==> src/rtl/mcpu_mem_arbiter_if.sv <==
// Requester and RAM-side signals of the MCPU memory arbiter, grouped into one bundle.
// The arbiter uses the slave modport; the requesters and the RAM model use master.
interface mcpu_mem_arbiter_if #(
    parameter int unsigned ADDR_W = 8,
    parameter int unsigned DATA_W = 16
);
    logic              cpu_req;
    logic              cpu_we;
    logic [ADDR_W-1:0] cpu_addr;
    logic [DATA_W-1:0] cpu_wdata;
    logic              cpu_gnt;
    logic              cpu_rvalid;
    logic [DATA_W-1:0] cpu_rdata;

    logic              ldr_req;
    logic              ldr_we;
    logic [ADDR_W-1:0] ldr_addr;
    logic [DATA_W-1:0] ldr_wdata;
    logic              ldr_gnt;
    logic              ldr_rvalid;
    logic [DATA_W-1:0] ldr_rdata;

    logic              ram_en;
    logic              ram_we;
    logic [ADDR_W-1:0] ram_addr;
    logic [DATA_W-1:0] ram_wdata;
    logic [DATA_W-1:0] ram_rdata;

    modport slave (
        input  cpu_req, cpu_we, cpu_addr, cpu_wdata,
        input  ldr_req, ldr_we, ldr_addr, ldr_wdata,
        input  ram_rdata,
        output cpu_gnt, cpu_rvalid, cpu_rdata,
        output ldr_gnt, ldr_rvalid, ldr_rdata,
        output ram_en, ram_we, ram_addr, ram_wdata
    );

    modport master (
        output cpu_req, cpu_we, cpu_addr, cpu_wdata,
        output ldr_req, ldr_we, ldr_addr, ldr_wdata,
        output ram_rdata,
        input  cpu_gnt, cpu_rvalid, cpu_rdata,
        input  ldr_gnt, ldr_rvalid, ldr_rdata,
        input  ram_en, ram_we, ram_addr, ram_wdata
    );
endinterface

==> src/rtl/mcpu_mem_arbiter.sv <==
// Registered CPU/loader arbiter for the MCPU single-port RAM; loader has priority, CPU is
// forced through after MAX_WAIT losses. Define MCPU_ARB_LOCK_EN to add the ldr_lock burst input.
module mcpu_mem_arbiter #(
    parameter int unsigned ADDR_W   = 8,
    parameter int unsigned DATA_W   = 16,
    parameter int unsigned MAX_WAIT = 4
) (
    input  logic                clk,
    input  logic                reset,
`ifdef MCPU_ARB_LOCK_EN
    input  logic                ldr_lock,
`endif
    mcpu_mem_arbiter_if.slave   bus
);
    localparam logic [3:0] LP_MAX_WAIT = 4'(MAX_WAIT);

    typedef enum logic [1:0] {IDLE, CPU_ACC, LDR_ACC} state_t;
    typedef enum logic [1:0] {OWN_NONE, OWN_CPU, OWN_LDR} owner_t;

    state_t            r_state;
    state_t            w_next;
    owner_t            r_rd_owner;
    logic [3:0]        r_wait_cnt;
    logic              r_ram_we;
    logic [ADDR_W-1:0] r_ram_addr;
    logic [DATA_W-1:0] r_ram_wdata;
    logic [DATA_W-1:0] r_cpu_rdata;
    logic [DATA_W-1:0] r_ldr_rdata;
    logic              w_starved;
    logic              w_lock_hold;

    assign w_starved = bus.cpu_req && (r_wait_cnt == LP_MAX_WAIT);

`ifdef MCPU_ARB_LOCK_EN
    assign w_lock_hold = ldr_lock && bus.ldr_req && (r_state == LDR_ACC);
`else
    assign w_lock_hold = 1'b0;
`endif

    always_ff @(posedge clk or negedge reset) begin
        if (!reset) r_state <= IDLE;
        else        r_state <= w_next;
    end

    always_comb begin
        w_next = IDLE;
        if (bus.ldr_req && (w_lock_hold || !w_starved)) w_next = LDR_ACC;
        else if (bus.cpu_req)                            w_next = CPU_ACC;
    end

    // Winner's access is latched alongside the state; an idle cycle leaves ram_* untouched.
    always_ff @(posedge clk or negedge reset) begin
        if (!reset) begin
            r_ram_we    <= 1'b0;
            r_ram_addr  <= '0;
            r_ram_wdata <= '0;
        end else if (w_next == CPU_ACC) begin
            r_ram_we    <= bus.cpu_we;
            r_ram_addr  <= bus.cpu_addr;
            r_ram_wdata <= bus.cpu_wdata;
        end else if (w_next == LDR_ACC) begin
            r_ram_we    <= bus.ldr_we;
            r_ram_addr  <= bus.ldr_addr;
            r_ram_wdata <= bus.ldr_wdata;
        end
    end

    always_ff @(posedge clk or negedge reset) begin
        if (!reset)                                   r_wait_cnt <= '0;
        else if (!bus.cpu_req || w_next == CPU_ACC)   r_wait_cnt <= '0;
        else if (r_wait_cnt != LP_MAX_WAIT)           r_wait_cnt <= r_wait_cnt + 4'd1;
    end

    // Owner tag follows the issued read by one cycle, lining up with ram_rdata.
    always_ff @(posedge clk or negedge reset) begin
        if (!reset) begin
            r_rd_owner  <= OWN_NONE;
            r_cpu_rdata <= '0;
            r_ldr_rdata <= '0;
        end else begin
            if (r_state == CPU_ACC && !r_ram_we)      r_rd_owner <= OWN_CPU;
            else if (r_state == LDR_ACC && !r_ram_we) r_rd_owner <= OWN_LDR;
            else                                      r_rd_owner <= OWN_NONE;
            if (r_rd_owner == OWN_CPU) r_cpu_rdata <= bus.ram_rdata;
            if (r_rd_owner == OWN_LDR) r_ldr_rdata <= bus.ram_rdata;
        end
    end

    always_comb begin
        bus.cpu_gnt    = (r_state == CPU_ACC);
        bus.ldr_gnt    = (r_state == LDR_ACC);
        bus.ram_en     = (r_state != IDLE);
        bus.ram_we     = r_ram_we;
        bus.ram_addr   = r_ram_addr;
        bus.ram_wdata  = r_ram_wdata;
        bus.cpu_rvalid = (r_rd_owner == OWN_CPU);
        bus.ldr_rvalid = (r_rd_owner == OWN_LDR);
        // Fresh RAM data passes straight through in the rvalid cycle, then is held.
        bus.cpu_rdata  = bus.cpu_rvalid ? bus.ram_rdata : r_cpu_rdata;
        bus.ldr_rdata  = bus.ldr_rvalid ? bus.ram_rdata : r_ldr_rdata;
    end
endmodule

==> src/flat_wrapper.sv <==
// flat-port wrapper written by rule: the top's interface ports become plain ports
module mcpu_mem_arbiter_flat 
#(
    parameter int unsigned ADDR_W   = 8,
    parameter int unsigned DATA_W   = 16,
    parameter int unsigned MAX_WAIT = 4
)
  (clk, reset, bus_cpu_req, bus_cpu_we, bus_cpu_addr, bus_cpu_wdata, bus_ldr_req, bus_ldr_we, bus_ldr_addr, bus_ldr_wdata, bus_ram_rdata, bus_cpu_gnt, bus_cpu_rvalid, bus_cpu_rdata, bus_ldr_gnt, bus_ldr_rvalid, bus_ldr_rdata, bus_ram_en, bus_ram_we, bus_ram_addr, bus_ram_wdata);
  mcpu_mem_arbiter_if #(.ADDR_W(ADDR_W), .DATA_W(DATA_W)) bus_i ();
  input  logic clk;
  input  logic reset;
  input wire logic [$bits(bus_i.cpu_req)-1:0] bus_cpu_req;
  input wire logic [$bits(bus_i.cpu_we)-1:0] bus_cpu_we;
  input wire logic [$bits(bus_i.cpu_addr)-1:0] bus_cpu_addr;
  input wire logic [$bits(bus_i.cpu_wdata)-1:0] bus_cpu_wdata;
  input wire logic [$bits(bus_i.ldr_req)-1:0] bus_ldr_req;
  input wire logic [$bits(bus_i.ldr_we)-1:0] bus_ldr_we;
  input wire logic [$bits(bus_i.ldr_addr)-1:0] bus_ldr_addr;
  input wire logic [$bits(bus_i.ldr_wdata)-1:0] bus_ldr_wdata;
  input wire logic [$bits(bus_i.ram_rdata)-1:0] bus_ram_rdata;
  output wire logic [$bits(bus_i.cpu_gnt)-1:0] bus_cpu_gnt;
  output wire logic [$bits(bus_i.cpu_rvalid)-1:0] bus_cpu_rvalid;
  output wire logic [$bits(bus_i.cpu_rdata)-1:0] bus_cpu_rdata;
  output wire logic [$bits(bus_i.ldr_gnt)-1:0] bus_ldr_gnt;
  output wire logic [$bits(bus_i.ldr_rvalid)-1:0] bus_ldr_rvalid;
  output wire logic [$bits(bus_i.ldr_rdata)-1:0] bus_ldr_rdata;
  output wire logic [$bits(bus_i.ram_en)-1:0] bus_ram_en;
  output wire logic [$bits(bus_i.ram_we)-1:0] bus_ram_we;
  output wire logic [$bits(bus_i.ram_addr)-1:0] bus_ram_addr;
  output wire logic [$bits(bus_i.ram_wdata)-1:0] bus_ram_wdata;
  assign bus_i.cpu_req = bus_cpu_req;
  assign bus_i.cpu_we = bus_cpu_we;
  assign bus_i.cpu_addr = bus_cpu_addr;
  assign bus_i.cpu_wdata = bus_cpu_wdata;
  assign bus_i.ldr_req = bus_ldr_req;
  assign bus_i.ldr_we = bus_ldr_we;
  assign bus_i.ldr_addr = bus_ldr_addr;
  assign bus_i.ldr_wdata = bus_ldr_wdata;
  assign bus_i.ram_rdata = bus_ram_rdata;
  assign bus_cpu_gnt = bus_i.cpu_gnt;
  assign bus_cpu_rvalid = bus_i.cpu_rvalid;
  assign bus_cpu_rdata = bus_i.cpu_rdata;
  assign bus_ldr_gnt = bus_i.ldr_gnt;
  assign bus_ldr_rvalid = bus_i.ldr_rvalid;
  assign bus_ldr_rdata = bus_i.ldr_rdata;
  assign bus_ram_en = bus_i.ram_en;
  assign bus_ram_we = bus_i.ram_we;
  assign bus_ram_addr = bus_i.ram_addr;
  assign bus_ram_wdata = bus_i.ram_wdata;
  mcpu_mem_arbiter #(.ADDR_W(ADDR_W), .DATA_W(DATA_W), .MAX_WAIT(MAX_WAIT)) u_core (.clk(clk), .reset(reset), .bus(bus_i));
endmodule
==> config.mk <==
export PLATFORM = sky130hd
export DESIGN_NAME = mcpu_mem_arbiter_flat
export DESIGN_NICKNAME = d
export VERILOG_FILES = /design/src/rtl/mcpu_mem_arbiter_if.sv /design/src/rtl/mcpu_mem_arbiter.sv /design/src/flat_wrapper.sv
export SDC_FILE = /design/constraint.sdc
export NUM_CORES = 1
export LEC_CHECK = 0
export BUFFER_PORTS_ARGS = -buffer_cell sky130_fd_sc_hd__buf_2
export CORE_MARGIN = 2
export CORE_UTILIZATION = 30
export CTS_CLUSTER_SIZE = 30
export DETAILED_ROUTE_END_ITERATION = 12
export GPL_ROUTABILITY_DRIVEN = 0
export PLACE_DENSITY_LB_ADDON = 0.1
export SLEW_MARGIN = 10
export SYNTH_ARGS = -nofsm -noshare
export SYNTH_HDL_FRONTEND = slang
export SYNTH_SLANG_ARGS = --single-unit
==> constraint.sdc <==
create_clock -name clk -period 1.75 [get_ports clk]
set_clock_uncertainty 0.15 [all_clocks]
set_input_delay 0.175 -clock clk [delete_from_list [all_inputs] [get_ports clk]]
set_output_delay 0.175 -clock clk [all_outputs]
set_load 0.02 [all_outputs]
==> results of run 1 <==
[synthesized netlist by cell type, drive strengths merged, types with 2 or more instances]
cell type / count
nor2b: 6
mux2: 32
inv: 3
and3: 4
dfrtp: 65
nand3: 26
clkbuf: 5
mux2i: 25
o21ai: 25
ha: 2
buf: 11
[power breakdown]
group | switching (uW) | total, uW | leakage [uW] | internal (uW)
Sequential | 74.2 | 1820 | 0.000786 | 1740
Clock | 537 | 1260 | 0.000102 | 724
Combinational | 676 | 1220 | 0.00134 | 548
[flip-flops by register name, indices dropped and copies added, names as in the netlist]
signal and count:
u_core.bus.ram_wdata 16, u_core.r_cpu_rdata 16, u_core.r_ldr_rdata 16, u_core.bus.ram_addr 8, u_core.r_wait_cnt 4, u_core.r_rd_owner 2, u_core.r_state 2, u_core.bus.ram_we 1
[how the worst min path moves through the flow]
stage	to	depth (start not counted)	slack, ns
global route	u_core.bus.ram_we	4	0.10
global placement	u_core.r_cpu_rdata[2]	1	0.03
detailed placement	u_core.r_cpu_rdata[2]	1	0.03
finish	u_core.bus.ram_we	4	0.10
CTS	u_core.r_cpu_rdata[15]	2	-0.06
floorplan	u_core.bus.ram_addr[0]	0	-0.27
[critical path, stage by stage, from the launching register on]
cell and delay (ns):
sky130_fd_sc_hd__dfrtp_1 0.39, sky130_fd_sc_hd__nor2b_2 0.16, sky130_fd_sc_hd__buf_12 0.17, sky130_fd_sc_hd__mux2_2 0.36, sky130_fd_sc_hd__buf_2 0.16
[layout make-up]
class | count | area [um^2]
sequential | 65 | 1630
inverter | 3 | 11.3
clock inverter | 3 | 40.0
fill | 794 | 4350
clock buffer | 12 | 155
multi-input combinational | 126 | 1030
timing repair buffer | 206 | 1450
tap | 108 | 135
[cells in the final DEF, fill, tap and decap left out]
cell type / instances
sky130_fd_sc_hd__and2_4: 1
sky130_fd_sc_hd__buf_2: 127
sky130_fd_sc_hd__mux2_1: 24
sky130_fd_sc_hd__inv_2: 1
sky130_fd_sc_hd__mux2i_1: 25
sky130_fd_sc_hd__o21ai_1: 25
sky130_fd_sc_hd__nand2b_1: 1
sky130_fd_sc_hd__buf_6: 1
sky130_fd_sc_hd__or2_1: 1
sky130_fd_sc_hd__dfrtp_1: 65
sky130_fd_sc_hd__and3_1: 4
sky130_fd_sc_hd__mux2_2: 4
sky130_fd_sc_hd__ha_1: 2
sky130_fd_sc_hd__xnor2_1: 1
sky130_fd_sc_hd__dlygate4sd3_1: 67
sky130_fd_sc_hd__bufinv_16: 1
sky130_fd_sc_hd__nor2b_2: 1
sky130_fd_sc_hd__mux2_4: 4
sky130_fd_sc_hd__inv_1: 2
sky130_fd_sc_hd__buf_4: 7
sky130_fd_sc_hd__buf_12: 4
sky130_fd_sc_hd__xor2_1: 1
sky130_fd_sc_hd__nor2b_1: 5
sky130_fd_sc_hd__nand3_1: 26
sky130_fd_sc_hd__nand4b_4: 1
sky130_fd_sc_hd__clkinv_2: 2
sky130_fd_sc_hd__clkbuf_8: 11
sky130_fd_sc_hd__clkbuf_1: 1
[cell families (layout without fill, tap and decap cells)]
family          count (synthesis)  in the layout  synth area share [%]
mux                            57             57                  22.2
flops                          65             65                  59.0
simple gates                   40             40                  8.63
fa+ha+maj                       2              2                 0.908
compound gates                 25             25                  4.54
buf+inv                        19            224                  4.09
xor+xnor                        2              2                 0.636
[timing repair]
item	CTS	global route
hold buffers	66	1
endpoints found under the hold margin	74	2
endpoints found under the setup margin	32	32
gates resized for setup	4	15
[metal layers]
metal | GRT usage [%] | vias up | share of wire (%)
met2 | 24.7 | 98 | 47
met5 | 0 | - | 0
met3 | 4.81 | 6 | 7.3
met1 | 18.2 | 1124 | 45
met4 | 5.06 | 0 | 0.68
li1 | - | 1142 | -
[metrics by stage]
stage	setup WS, ns	instance area, um^2
finish	-0.153	4450
global route	-0.240	4450
CTS	-0.177	4410
detailed placement	0.144	3540
global placement	0.168	3540
floorplan	0.143	2760
==> run summary, run 1 <==
## Status
- finished, violations left — result of the run
- negative setup slack — violated checks

## Floorplan
- 8810 um^2 — placeable core region
- 99.8 um — DIE WIDTH
- 9970 um^2 — overall die area
- 132 — number of I/O pins
- 99.8 um — DIE HEIGHT
- 31.3% — starting utilization of the core area
- 34 — number of placement rows

## Cells and area
- 483 — NumNets Final
- 50.6% — final core utilization
- 39.8% — proportion of layout cells with a drive suffix above 1
- 0 — antenna cells
- 61.6% — area growth from synthesis to final layout
- 523 — post-route non-filler standard cell count

## Worst hold path
- in2reg — class of the tightest hold or removal check
- bus_cpu_req — min-delay src

## Timing
- 0.525 GHz — FMAX
- 0.100 ns — Hold WS
- 66.2% — max-slew headroom at the worst pin
- 0 — final slew viol count
- -0.153 ns — final worst-path setup slack
- 0 — Hold Vio Cnt, Final
- -3.97 ns — setup tns final
- 109% — fraction of the cycle the final worst path needs
- 0.506 ns — measured slew at the worst slew-check pin
- 1.90 ns — post-layout minimum cycle time
- true — RSZ-0062 raised after global routing
- 32 — Setup-failing EPs final

## Yosys
- 20 — Unique masters post-synth
- 65 — number of flip-flops and latches in the synthesized netlist
- sky130_fd_sc_hd__dfrtp_1 — most instantiated flip-flop cell in the synthesis netlist
- 2760 um^2 — Post-Syn Area
- 13.1 um^2 — synthesized area per cell
- 100% — fraction of synthesis flops using an asynchronous set or reset pin
- 59.0% — area share of the largest cell type after synthesis
- sky130_fd_sc_hd__dfrtp_1 — post-synth top area cell
- 0 — number of synthesized flops with an enable pin
- 59.0% — post-synthesis sequential area ratio
- sky130_fd_sc_hd__dfrtp_1 59%, sky130_fd_sc_hd__mux2_1 13%, sky130_fd_sc_hd__mux2i_1 9.1% — Synth area leaders
- 210 — cell count after synthesis
- 0 — number of warnings issued by yosys
- 282 — post-synthesis net count

## Worst setup path
- u_core.r_wait_cnt[0] — startpoint of the lowest-slack register-to-register path
- 1.58 ns — CP Data Arrival Time
- output port — critical path capture point type
- 5 — worst r2r path cells
- u_core.r_wait_cnt[0] — worst reg2reg path endpoint
- 0.19 ns — register-to-register setup slack
- u_core.r_rd_owner[1] — start point of the critical path
- bus_cpu_rdata[12] — end point of the critical path
- 17 — maximum net fanout on the critical path
- reg2out — kind of critical path
- register — startpoint type of the worst setup path
- 1.42 ns — required time at the endpoint of the critical path

## Clock network
- 9 — number of buffers created by CTS
- yes — CTS tree
- 65 — number of sinks driven by the clock tree
- 2 — number of buffers between clock root and the deepest sink
- 0 — number of setup buffers added after CTS
- 0.33 ns — clock latency on the worst-skew pair
- 0.07 ns — clk slew on worst S/H paths
- 3 — H-Tree Level Count
- sky130_fd_sc_hd__clkbuf_8 — Clk Tree Root Cell

## Detailed routing
- 0 — count of nets left with antenna violations after detail routing
- 0 — drt drc
- 59 — number of DRC violations after detailed-routing iteration 0
- 4 — First-pass DRT Iterations
- 4.53 — average vias per placed instance
- 13.8 um — final routed wire length divided by cell count
- 7.21 mm — wirelength, routed
- 2370 — Via Count

## Placement
- 4.70 mm — Post-DP HPWL
- 441 — DP Cell Count
- 131 — Buffers on Ports

## Power and ir drop
- 0.398 mV — IR Drop Worst-Case VDD
- 4300 uW — total chip power
- 967 nW/um^2 — power per cell area
- 0.00223 uW — static leakage

## GRT
- 2488 — number of global-route vias before repair
- 0 — number of antenna violations at the first check in global routing
- 0 — sum of overflow across all layers after global routing
- 32 — largest net degree at the start of global routing
- 11.6 mm — wire length of the first global-routing pass
- 14.8% — All-Layer GR Usage

## Run
- 0 — max-capacitance violation count

No activity file was read; power rests on OpenSTA's default activity.
==> run 2: changes to the inputs <==
ABC_AREA = 1   (was unset)
PLACE_DENSITY_LB_ADDON = 0.08   (was 0.1)
==> run 2 against run 1 <==
The run still ends with negative setup slack left. Flip-flop and latch count unchanged. Critical path type unchanged. Largest power group unchanged. Global-route usage increased by 1.7 points. Via count increased by 19%. Non-clock buffer count increased by 5. Critical endpoint is now bus_cpu_rdata[9]. Design area increased by 9.2%. Largest cell class is now non-clock buffers. Fmax increased by 7.0%. Final cell count increased by 19%.
==> run summary, run 2 <==
## Clock network
- 0.33 ns — clock latency on the worst-skew pair, about the same
- 0.07 ns — clk slew on worst S/H paths, about the same
- 3 — H-Tree Level Count, unchanged
- 2 — number of buffers between clock root and the deepest sink, unchanged
- 65 — number of sinks driven by the clock tree, unchanged
- 9 — number of buffers created by CTS, unchanged
- sky130_fd_sc_hd__clkbuf_8 — Clk Tree Root Cell, unchanged
- yes — CTS tree, unchanged

## Floorplan
- 31.1% — starting utilization of the core area, was 31.3%
- 132 — number of I/O pins, unchanged
- 99.0 um — DIE HEIGHT, was 99.8 um
- 99.0 um — DIE WIDTH, was 99.8 um
- 8720 um^2 — placeable core region, was 8810 um^2
- 34 — number of placement rows, unchanged
- 9810 um^2 — overall die area, was 9970 um^2

## Yosys
- 20 — Unique masters post-synth, unchanged
- sky130_fd_sc_hd__dfrtp_1 — post-synth top area cell, unchanged
- 65 — number of flip-flops and latches in the synthesized netlist, unchanged
- sky130_fd_sc_hd__dfrtp_1 60%, sky130_fd_sc_hd__nand2_1 12%, sky130_fd_sc_hd__nand3_1 9.4% — Synth area leaders, was sky130_fd_sc_hd__dfrtp_1 59%, sky130_fd_sc_hd__mux2_1 13%, sky130_fd_sc_hd__mux2i_1 9.1%
- sky130_fd_sc_hd__nand2_1 — most common cell in the synthesized netlist, was sky130_fd_sc_hd__dfrtp_1
- 60.0% — area share of the largest cell type after synthesis, was 59.0%
- 89 x sky130_fd_sc_hd__nand2_1, 65 x sky130_fd_sc_hd__dfrtp_1, 51 x sky130_fd_sc_hd__nand3_1, 32 x sky130_fd_sc_hd__o21ai_0, 29 x sky130_fd_sc_hd__inv_1 — cell types with the highest counts after synthesis, was 65 x sky130_fd_sc_hd__dfrtp_1, 32 x sky130_fd_sc_hd__mux2_1, 26 x sky130_fd_sc_hd__nand3_1, 25 x sky130_fd_sc_hd__mux2i_1, 25 x sky130_fd_sc_hd__o21ai_1
- 100% — fraction of synthesis flops using an asynchronous set or reset pin, unchanged
- 2710 um^2 — Post-Syn Area, was 2760 um^2
- 301 — cell count after synthesis, was 210
- 0 — number of synthesized flops with an enable pin, unchanged
- 373 — post-synthesis net count, was 282
- 60.0% — post-synthesis sequential area ratio, was 59.0%
- 9.00 um^2 — synthesized area per cell, was 13.1 um^2
- 0 — number of warnings issued by yosys, unchanged
- sky130_fd_sc_hd__dfrtp_1 — most instantiated flip-flop cell in the synthesis netlist, unchanged

## Status
- finished, violations left — result of the run, unchanged
- negative setup slack — violated checks, unchanged

## Detailed routing
- 0 — drt drc, unchanged
- 13.7 um — final routed wire length divided by cell count, was 13.8 um
- 63 — number of DRC violations after detailed-routing iteration 0, was 59
- 4 — First-pass DRT Iterations, unchanged
- 2810 — Via Count, was 2370
- 4.53 — average vias per placed instance, about the same
- 0 — count of nets left with antenna violations after detail routing, unchanged
- 8.48 mm — wirelength, routed, was 7.21 mm

## Timing
- true — RSZ-0062 raised after global routing, unchanged
- 0 — final slew viol count, unchanged
- 0.352 ns — measured slew at the worst slew-check pin, was 0.506 ns
- -0.0283 ns — final worst-path setup slack, was -0.153 ns
- 0.0455 ns — Hold WS, was 0.100 ns
- -0.193 ns — setup tns final, was -3.97 ns
- 1.78 ns — post-layout minimum cycle time, was 1.90 ns
- 0 — Hold Vio Cnt, Final, unchanged
- 17 — Setup-failing EPs final, was 32
- 76.6% — max-slew headroom at the worst pin, was 66.2%
- 102% — fraction of the cycle the final worst path needs, was 109%
- 0.562 GHz — FMAX, was 0.525 GHz

## Placement
- 3520 um^2 — instance area at placement, was 3540 um^2
- 4.69 mm — Post-DP HPWL, was 4.70 mm
- 131 — Buffers on Ports, unchanged

## Cells and area
- 745 — fill cell instance count of the final layout, was 794
- 0 — antenna cells, unchanged
- 4860 um^2 — post-layout instance area, was 4450 um^2
- 40.2% — proportion of layout cells with a drive suffix above 1, was 39.8%
- 79.4% — area growth from synthesis to final layout, was 61.6%
- 99 x sky130_fd_sc_hd__buf_2, 87 x sky130_fd_sc_hd__nand2_1, 65 x sky130_fd_sc_hd__dfrtp_1 — commonest cells after routing, fill and taps aside, was 127 x sky130_fd_sc_hd__buf_2, 67 x sky130_fd_sc_hd__dlygate4sd3_1, 65 x sky130_fd_sc_hd__dfrtp_1
- 579 — NumNets Final, was 483
- sky130_fd_sc_hd__buf_2 — most common library cell in the layout ignoring fill and taps, unchanged

## GRT
- 13.0 mm — wire length of the first global-routing pass, was 11.6 mm
- 66 — largest net degree at the start of global routing, was 32
- 2826 — number of global-route vias before repair, was 2488
- 16.6% — All-Layer GR Usage, was 14.8%
- 0 — number of antenna violations at the first check in global routing, unchanged
- 0 — sum of overflow across all layers after global routing, unchanged

## Run
- 0 — max-capacitance violation count, unchanged

## Worst setup path
- 1.42 ns — required time at the endpoint of the critical path, about the same
- register — startpoint type of the worst setup path, unchanged
- 10 — worst r2r path cells, was 5
- reg2out — kind of critical path, unchanged
- 1.45 ns — CP Data Arrival Time, was 1.58 ns
- output port — critical path capture point type, unchanged
- 16 — maximum net fanout on the critical path, was 17

## Worst hold path
- in2reg — class of the tightest hold or removal check, unchanged
- 5 — cell depth of the worst min-delay path, was 4

## Power and ir drop
- 1010 nW/um^2 — power per cell area, was 967 nW/um^2
- 0.00250 uW — static leakage, was 0.00223 uW
- 0.429 mV — IR Drop Worst-Case VDD, was 0.398 mV

-- run 2: logic make-up after synthesis --
kind of cell             synth area share (%)
XOR/XNOR                                0.646
flip-flops                               60.0
adder cells (fa/ha/maj)                 0.923
buffers and inverters                    7.62
AO/OA/AOI/OAI                            5.91
AND/OR/NAND/NOR                          24.9
-- run 2: cell type report --
cell class | count | area, um^2 | area share, %
clock buffer | 11 | 151 | 3.11
clock inverter | 5 | 77.6 | 1.60
inverter | 30 | 118 | 2.42
multi-input combinational | 190 | 1080 | 22.3
sequential | 65 | 1630 | 33.5
tap | 108 | 135 | 2.78
timing repair buffer | 211 | 1670 | 34.3
-- run 2: per-layer routing --
layer  global-route usage [%]  wire length [um]  vias up
met5                        0                 0        -
met4                     5.69                89        0
met3                     4.54               558       10
li1                         -                 -     1378
met2                     28.6              4260       92
met1                     19.9              3570     1330
-- run 2: final timing paths --
check / end / slack, ns / from
worst max-delay path: bus_cpu_rdata[9] / -0.03 / u_core.r_rd_owner[1]
worst min-delay path: u_core.bus.ram_wdata[11] / 0.05 / bus_ldr_wdata[11]
worst max register to register: u_core.bus.ram_wdata[11] / 0.18 / u_core.r_wait_cnt[0]
worst min register to register: u_core.r_rd_owner[0] / 0.31 / u_core.r_state[1]
max in group asynchronous: u_core.bus.ram_wdata[11] / 0.92 / reset
min in group asynchronous: u_core.r_cpu_rdata[15] / 0.24 / reset
-- run 2: worst max-delay path: stages (launching register included) --
cell and delay (ns):
sky130_fd_sc_hd__dfrtp_1 0.42, sky130_fd_sc_hd__nor2_4 0.13, sky130_fd_sc_hd__inv_4 0.07, sky130_fd_sc_hd__buf_16 0.18, sky130_fd_sc_hd__o21ai_2 0.17, sky130_fd_sc_hd__buf_6 0.14
-- run 2: power by group --
group | leakage (uW) | internal, uW | switching, uW
sequential | 0.000799 | 1750 | 88.4
clock | 0.000115 | 875 | 572
combinational | 0.00159 | 739 | 869
total | 0.00250 | 3360 | 1530
-- run 2: metrics by stage --
step / power [uW] / setup slack (ns) / util (%) / cells
CTS: 4790 / -0.0360 / 53.0 / 616
floorplan: 2490 / -0.169 / - / 301
global placement: 2930 / 0.111 / 40.3 / 532
finish: 4890 / -0.0283 / 55.8 / 620
global route: 5140 / -0.104 / 55.8 / 620
detailed placement: 2940 / 0.0698 / 40.3 / 532
-- run 2: what timing repair did --
item | in CTS | in global routing
hold buffers | 64 | 0
gates cloned | 1 | 3
endpoints found under the setup margin | 32 | 56
pin swaps | 2 | 0
hold endpoints to repair | 119 | 0
buffers inserted | 3 | 1
resized for setup | 91 | 39
